File: config.mk
export PLATFORM = sky130hd
export DESIGN_NAME = sad_min_search
export DESIGN_NICKNAME = d
export VERILOG_FILES = /design/src/rtl/sad_min_search.sv
export SDC_FILE = /design/constraint.sdc
export NUM_CORES = 1
export LEC_CHECK = 0
export CORE_MARGIN = 8
export CORE_UTILIZATION = 54
export CTS_BUF_LIST = sky130_fd_sc_hd__clkbuf_2 sky130_fd_sc_hd__clkbuf_4 sky130_fd_sc_hd__clkbuf_8
export DETAILED_ROUTE_END_ITERATION = 8
export PLACE_DENSITY = 0.87
export SLEW_MARGIN = 20
export SYNTH_ARGS = -nofsm -noshare
export SYNTH_HDL_FRONTEND = slang
export SYNTH_SLANG_ARGS = --single-unit
File: constraint.sdc
create_clock -name Clk -period 2.8 [get_ports Clk]
set_input_delay 0.42 -clock Clk [delete_from_list [all_inputs] [get_ports Clk]]
set_output_delay 0.42 -clock Clk [all_outputs]
set_load 0.01 [all_outputs]
File: src/rtl/sad_min_search.sv
// Minimum-SAD search over the result memory: scans NUM_BLOCKS words and reports the smallest value and its address.
// Optional SAD_EARLY_EXIT_EN adds Thresh/Hit and stops the scan at the first word at or below Thresh.
module sad_min_search #(
   parameter int NUM_BLOCKS = 128,
   parameter int ADDR_W     = 7,
   parameter int DATA_W     = 32
) (
   input  logic              Clk,
   input  logic              Rst,
   input  logic              Go,
   output logic [ADDR_W-1:0] C_Addr,
   output logic              C_RW,
   output logic              C_En,
   input  logic [DATA_W-1:0] C_Data,
   output logic [DATA_W-1:0] Min_Out,
   output logic [ADDR_W-1:0] Min_Idx,
   output logic              Busy,
`ifdef SAD_EARLY_EXIT_EN
   input  logic [DATA_W-1:0] Thresh,
   output logic              Hit,
`endif
   output logic              Done
);

   typedef enum logic [2:0] {
      S_IDLE,
      S_INIT,
      S_ISSUE,
      S_WAIT,
      S_CAP,
      S_DONE
   } state_t;

   // One extra bit so a scan of exactly 2**ADDR_W words cannot wrap before the last one
   localparam int CNT_W = ADDR_W + 1;
   localparam logic [CNT_W-1:0] LAST_IDX = CNT_W'(NUM_BLOCKS - 1);

   state_t            state, state_nx;
   logic [CNT_W-1:0]  idx, idx_nx;
   logic [DATA_W-1:0] run_min, run_min_nx;
   logic [ADDR_W-1:0] run_idx, run_idx_nx;
   logic [ADDR_W-1:0] addr_nx;
   logic              en_nx;
   logic              done_nx;
   logic              busy_nx;
   logic [DATA_W-1:0] min_out_nx;
   logic [ADDR_W-1:0] min_idx_nx;

`ifdef SAD_EARLY_EXIT_EN
   logic [DATA_W-1:0] thresh_q;
   logic              hit_run, hit_run_nx;
   logic              hit_nx;
`endif

   function automatic logic is_lower(input logic [DATA_W-1:0] cand,
                                     input logic [DATA_W-1:0] best);
      return cand < best;
   endfunction

   always_comb begin
      state_nx   = state;
      idx_nx     = idx;
      run_min_nx = run_min;
      run_idx_nx = run_idx;
      addr_nx    = C_Addr;
      en_nx      = 1'b0;
      done_nx    = 1'b0;
      busy_nx    = Busy;
      min_out_nx = Min_Out;
      min_idx_nx = Min_Idx;
`ifdef SAD_EARLY_EXIT_EN
      hit_run_nx = hit_run;
      hit_nx     = Hit;
`endif
      case (state)
         S_IDLE: begin
            if (Go) begin
               state_nx = S_INIT;
               busy_nx  = 1'b1;
            end
         end
         S_INIT: begin
            idx_nx     = '0;
            run_min_nx = '1;
            run_idx_nx = '0;
            busy_nx    = 1'b1;
`ifdef SAD_EARLY_EXIT_EN
            hit_run_nx = 1'b0;
`endif
            state_nx   = S_ISSUE;
         end
         S_ISSUE: begin
            addr_nx  = idx[ADDR_W-1:0];
            en_nx    = 1'b1;
            state_nx = S_WAIT;
         end
         S_WAIT: begin
            state_nx = S_CAP;
         end
         S_CAP: begin
            if (is_lower(C_Data, run_min)) begin
               run_min_nx = C_Data;
               run_idx_nx = idx[ADDR_W-1:0];
            end
            idx_nx   = idx + 1'b1;
            state_nx = (idx == LAST_IDX) ? S_DONE : S_ISSUE;
`ifdef SAD_EARLY_EXIT_EN
            // A word at or below threshold is taken as the answer even if not the smallest so far
            if (C_Data <= thresh_q) begin
               run_min_nx = C_Data;
               run_idx_nx = idx[ADDR_W-1:0];
               hit_run_nx = 1'b1;
               state_nx   = S_DONE;
            end
`endif
         end
         S_DONE: begin
            min_out_nx = run_min;
            min_idx_nx = run_idx;
            done_nx    = 1'b1;
            busy_nx    = 1'b0;
`ifdef SAD_EARLY_EXIT_EN
            hit_nx     = hit_run;
`endif
            state_nx   = S_IDLE;
         end
         default: begin
            state_nx = S_IDLE;
         end
      endcase
   end

   always_ff @(posedge Clk) begin
      if (Rst) begin
         state   <= S_IDLE;
         idx     <= '0;
         run_min <= '1;
         run_idx <= '0;
         C_Addr  <= '0;
         C_RW    <= 1'b0;
         C_En    <= 1'b0;
         Min_Out <= '0;
         Min_Idx <= '0;
         Busy    <= 1'b0;
         Done    <= 1'b0;
`ifdef SAD_EARLY_EXIT_EN
         hit_run <= 1'b0;
         Hit     <= 1'b0;
`endif
      end else begin
         state   <= state_nx;
         idx     <= idx_nx;
         run_min <= run_min_nx;
         run_idx <= run_idx_nx;
         C_Addr  <= addr_nx;
         C_RW    <= 1'b0;
         C_En    <= en_nx;
         Min_Out <= min_out_nx;
         Min_Idx <= min_idx_nx;
         Busy    <= busy_nx;
         Done    <= done_nx;
`ifdef SAD_EARLY_EXIT_EN
         hit_run <= hit_run_nx;
         Hit     <= hit_nx;
`endif
      end
   end

`ifdef SAD_EARLY_EXIT_EN
   always_ff @(posedge Clk) begin
      if (state == S_INIT) begin
         thresh_q <= Thresh;
      end
   end
`endif

endmodule

Word level (Yosys, flattened, before mapping)

Index checks and enable logic that the tools add are counted.

Register bits: 99
Latch bits: 0
Bits in writable memories: 0
Bits in read-only memories: 0
Memories: 0

Add/sub/neg operators: 1
$mul: 0
Div/mod/pow operators: 0
Magnitude comparators: 1
Eq/ne operators: 8
Shift-type cells: 0
Multiplexer cells: 12
Bitwise logic cells: 0
Reductions and logical operators: 5

Operators by type and width:

| kind                                          | count |
|---|---|
| one-hot mux 32 bit (2 select lines)           | 1 |
| < comparator 32 bit                           | 1 |
| two-way mux 32 bit                            | 1 |
| one-hot mux 8 bit (2 select lines)            | 1 |
| one-hot mux 3 bit (5 select lines)            | 1 |
| one-hot mux 7 bit (2 select lines)            | 1 |
| adder 8 x 1 -> 8 bit, second input constant   | 1 |
| == test 8 x 7 -> 1 bit, second input constant | 1 |
| two-way mux 7 bit                             | 1 |
| == test 3 x 2 -> 1 bit, second input constant | 2 |
| == test 3 bit, second input constant          | 2 |
| two-way mux 3 bit                             | 2 |
| != test 2 bit, second input constant          | 2 |
| AND reduction 2 bit                           | 2 |
| == test 3 x 1 -> 1 bit, second input constant | 1 |
| logical NOT 3 bit                             | 1 |
| two-way mux 1 bit                             | 3 |
| one-hot mux 1 bit (3 select lines)            | 1 |
| nonzero test 3 bit                            | 1 |
| nonzero test 2 bit                            | 1 |

Depth between registers and ports, before layout

Gate-level depths: netlist (run 1).

Word-level depth: 3
Depth in mapped cells: 11
Mapped depth without buffers: 8

Least setup slack after synthesis (run 1)

No wires, ideal clock.

Kind: input to register
Start: input C_Data[31]
End: register run_min[22]
Setup time: 124 ps
Arrival: 2,194 ps
Required time: 2,676 ps
Slack: 482 ps
Stages on the path: 10
Cell sequence: ha_1 nand4_2 nor4_4 nand4_1 o22a_2 and2_1 buf_6 buf_8 buf_8 mux2i_1

Longest elaborated chain between the ends: 3

Ends and longest elaborated chain:

| what                                 | RTL line | RTL |
|---|---|---|
| from (decl)                          | 14       | `input logic [DATA_W-1:0] C_Data,` |
| < comparator 32 bit                  | 57       | `return cand < best;` |
| != test 2 bit (no source line)       | --       |  |
| AND reduction 2 bit (no source line) | --       |  |
| to (signal assigned)                 | 153      | `run_min <= run_min_nx;` |
| to (decl)                            | 40       | `logic [DATA_W-1:0] run_min, run_min_nx;` |

No other way between the ends.
A chain may end at the register's enable or synchronous reset.

Worst setup path after layout (run 1)

Start: input C_Data[27]
End: register run_min[21]

The elaborated chain is that of the path after synthesis.

==> reports/results.ini, run 1 <==
[sta]
finalMaxSlewViolations=0
period_share=0.8837
grt_setup_unrepaired=no
hold_viol=0
relSlewSlack=0.6156
finalClockSkew_ns=0.01277
tightest_slew_ns=0.5766
layout_min_cycle_time_ns=2.474
timing.fmax_ghz=0.4042
finalSetupTns_ns=0
setup_viol=0

[worst_setup_path]
worstPathArrival_ns=2.71
crit_fanout=21
crit_type=primary input to register
endpoint_kind=register
crit_required_ns=3.03
start_kind=primary input

[clock_network]
cts.sinks=99
clkLatencyLatePin_ns=0.36
path_clk_slew_ns=0.09
cts_buffers=9
post_cts_buffers=0
htree_levels=3
cts_tree=built
clk_path_buf_depth=2
ctsResizeCount=0
cts_root_buf=clkbuf_8
ctsHoldBuffers=0

[global_routing]
grt_overflow=0
grtUsageMet3=0.05519
grt_use_met1=0.2268
antenna_found_initial=1
grt_pass1_wl_um=18060
busiest_layer=met2
grt_start_max_net_pins=59
use_met2=0.3160
grt_pass1_vias=3726
grt_util_all_layers=0.1913

[logic_synthesis]
yosysTopAreaCell=dfxtp_1
netlist_top_cells_count=99 x dfxtp_1, 50 x nor2_1, 39 x a22o_1, 39 x mux2i_1, 35 x nor3_1
netlist_area_mm2=0.004496
synth_seq_area_share=0.4409
synth_ff_type=dfxtp_1
yosysMostFrequentCell=dfxtp_1
synth_edf_count=0
syn_nets=548
syn_area_per_cell_um2=9.346
synth_seq_cells=99
syn_inst=481
netlist.area_leader.share=0.4409
yosysWarnings=0
synthDistinctLibCells=42
synthArstFlopShare=0
synth_area_leaders=dfxtp_1 44%, ha_1 8.9%, mux2i_1 8.7%

[power]
ir_drop_mv=0.2416
leakage_nw=2.391
total_power_w=0.002738
power_density_mw_per_mm2=484.4

[drt]
drc=0
ant_nets=0
detail_route.vias_per_cell=5.668
drt-total-wl_um=11010
routedWlPerCell_um=16.60
dr.pass1.iters=5
vias=3758
dr.first_iter.drc_count=182

[die]
start_util=0.5527
die_w_um=107.2
dieHeight_um=107.2
coreArea_mm2=0.008134
fp.dieArea_mm2=0.01150
ioPinCount=85
rows=33

[finish]
syn_to_final_growth_pct=25.72
nFillCells=620
drive_gt1_frac=0.06989
nNetsFinal=620
diodes=0

[placement]
gp_congestion=0.8161
portBuffers=83
dpl.hpwl_um=7574

[job]
drv_cap=0

[run_status]
status=complete, no violations

[min_path]
min_path_type=register to register

## layout by cell type, fill, tap and decap left out, types with 19 or more instances in the layout
master / instances
a21oi_1: 20
a22o_1: 39
clkdlybuf4s50_1: 82
dfxtp_1: 99
ha_1: 32
inv_1: 31
mux2i_1: 39
nand2_1: 19
nor2_1: 49
nor3_1: 35
## state kept, by name (all words and copies together) (netlist names)
| signal | flops |
|---|---|
| Done | 1 |
| C_Addr | 7 |
| Min_Out | 32 |
| run_idx | 7 |
| Min_Idx | 7 |
| run_min | 32 |
| state | 3 |
| idx | 8 |
| Busy | 1 |
| C_En | 1 |
## metal layers
layer,share of wire,vias up
li1,-,1836
met5,0.0012,-
met4,0.020,2
met3,0.059,24
met1,0.43,1788
met2,0.49,108
## final cells by class
| type | count | area, µm² | area share |
|---|---|---|---|
| clock buffer | 10 | 131.4 | 0.02325 |
| multi-input combinational | 318 | 2247 | 0.3976 |
| tap | 105 | 131.4 | 0.02325 |
| clock inverter | 6 | 90.09 | 0.01594 |
| sequential | 99 | 1982 | 0.3507 |
| inverter | 31 | 116.4 | 0.02059 |
| timing repair buffer | 94 | 953.4 | 0.1687 |
## worst paths after layout
| check | start | end | slack (ns) | cells past startpoint |
|---|---|---|---|---|
| setup reg to reg | run_min[26]$_SDFFE_PP1P_ | run_min[21]$_SDFFE_PP1P_ | 0.46 | 9 |
| hold / removal | run_idx[6]$_SDFFE_PP0P_ | Min_Idx[6]$_SDFFE_PP0P_ | 0.47 | 1 |
| hold reg to reg | run_idx[6]$_SDFFE_PP0P_ | Min_Idx[6]$_SDFFE_PP0P_ | 0.47 | 1 |
| setup / recovery | C_Data[27] | run_min[21]$_SDFFE_PP1P_ | 0.33 | 9 |
## per-stage QoR
| step | instances | hold WS [ns] | setup slack [ns] | utilization | cell area (µm²) |
|---|---|---|---|---|---|
| 3_5_place_dp | 646 | 0.4633 | 0.008510 | 0.6642 | 5403 |
| 5_1_grt | 663 | 0.5050 | 0.2187 | 0.6948 | 5652 |
| 4_1_cts | 662 | 0.4737 | 0.3721 | 0.6914 | 5624 |
| 6_report | 663 | 0.4730 | 0.3257 | 0.6948 | 5652 |
| 2_1_floorplan | 481 | 0.4435 | 0.4821 | - | 4496 |
| 3_3_place_gp | 646 | 0.4529 | 0.08517 | 0.6642 | 5403 |
## critical path: stages
cell,delay (ns)
clkdlybuf4s50_1,0.46
ha_1,0.35
nand4_1,0.22
nor4_4,0.36
a22oi_1,0.11
a31o_2,0.22
and2_2,0.23
buf_12,0.18
mux2i_1,0.14
## report_power, final
part	leakage (nW)	internal (W)	switching [W]
Sequential	0.799	0.00142	0.0000166
Combinational	1.48	0.000148	0.000155
Clock	0.110	0.000515	0.000484
## kinds of logic (layout without fill, tap and decap cells)
| family | count (synthesis) | in the layout | synth area share |
|---|---|---|---|
| and+or+nand+nor | 157 | 157 | 0.1762 |
| DFF | 99 | 99 | 0.4409 |
| AOI/OAI and AO/OA | 87 | 87 | 0.1397 |
| buffers and inverters | 64 | 141 | 0.06262 |
| muxes | 39 | 39 | 0.08683 |
| adders and majority gates | 32 | 32 | 0.08906 |
| xor gates and xnor gates | 2 | 2 | 0.003897 |
| other | 1 | 1 | 0.0008342 |
Power figures use the tool's default switching activity.
==> run 2, diff against run 1 <==
--- a/config.mk
+++ b/config.mk
@@ -10,6 +10,7 @@
 export CTS_BUF_LIST = sky130_fd_sc_hd__clkbuf_2 sky130_fd_sc_hd__clkbuf_4 sky130_fd_sc_hd__clkbuf_8
 export DETAILED_ROUTE_END_ITERATION = 8
 export PLACE_DENSITY = 0.87
+export SETUP_SLACK_MARGIN = 0.02
 export SLEW_MARGIN = 20
 export SYNTH_ARGS = -nofsm -noshare
 export SYNTH_HDL_FRONTEND = slang
==> results of run 2 <==
Final layout, timing and power as in run 1 (identical DEF).
==> run 3, diff against run 2 <==
--- a/config.mk
+++ b/config.mk
@@ -9,6 +9,7 @@
 export CORE_UTILIZATION = 54
 export CTS_BUF_LIST = sky130_fd_sc_hd__clkbuf_2 sky130_fd_sc_hd__clkbuf_4 sky130_fd_sc_hd__clkbuf_8
 export DETAILED_ROUTE_END_ITERATION = 8
+export GPL_ROUTABILITY_DRIVEN = 0
 export PLACE_DENSITY = 0.87
 export SETUP_SLACK_MARGIN = 0.02
 export SLEW_MARGIN = 20
==> results of run 3 <==
Final layout, timing and power as in run 1 (identical DEF).
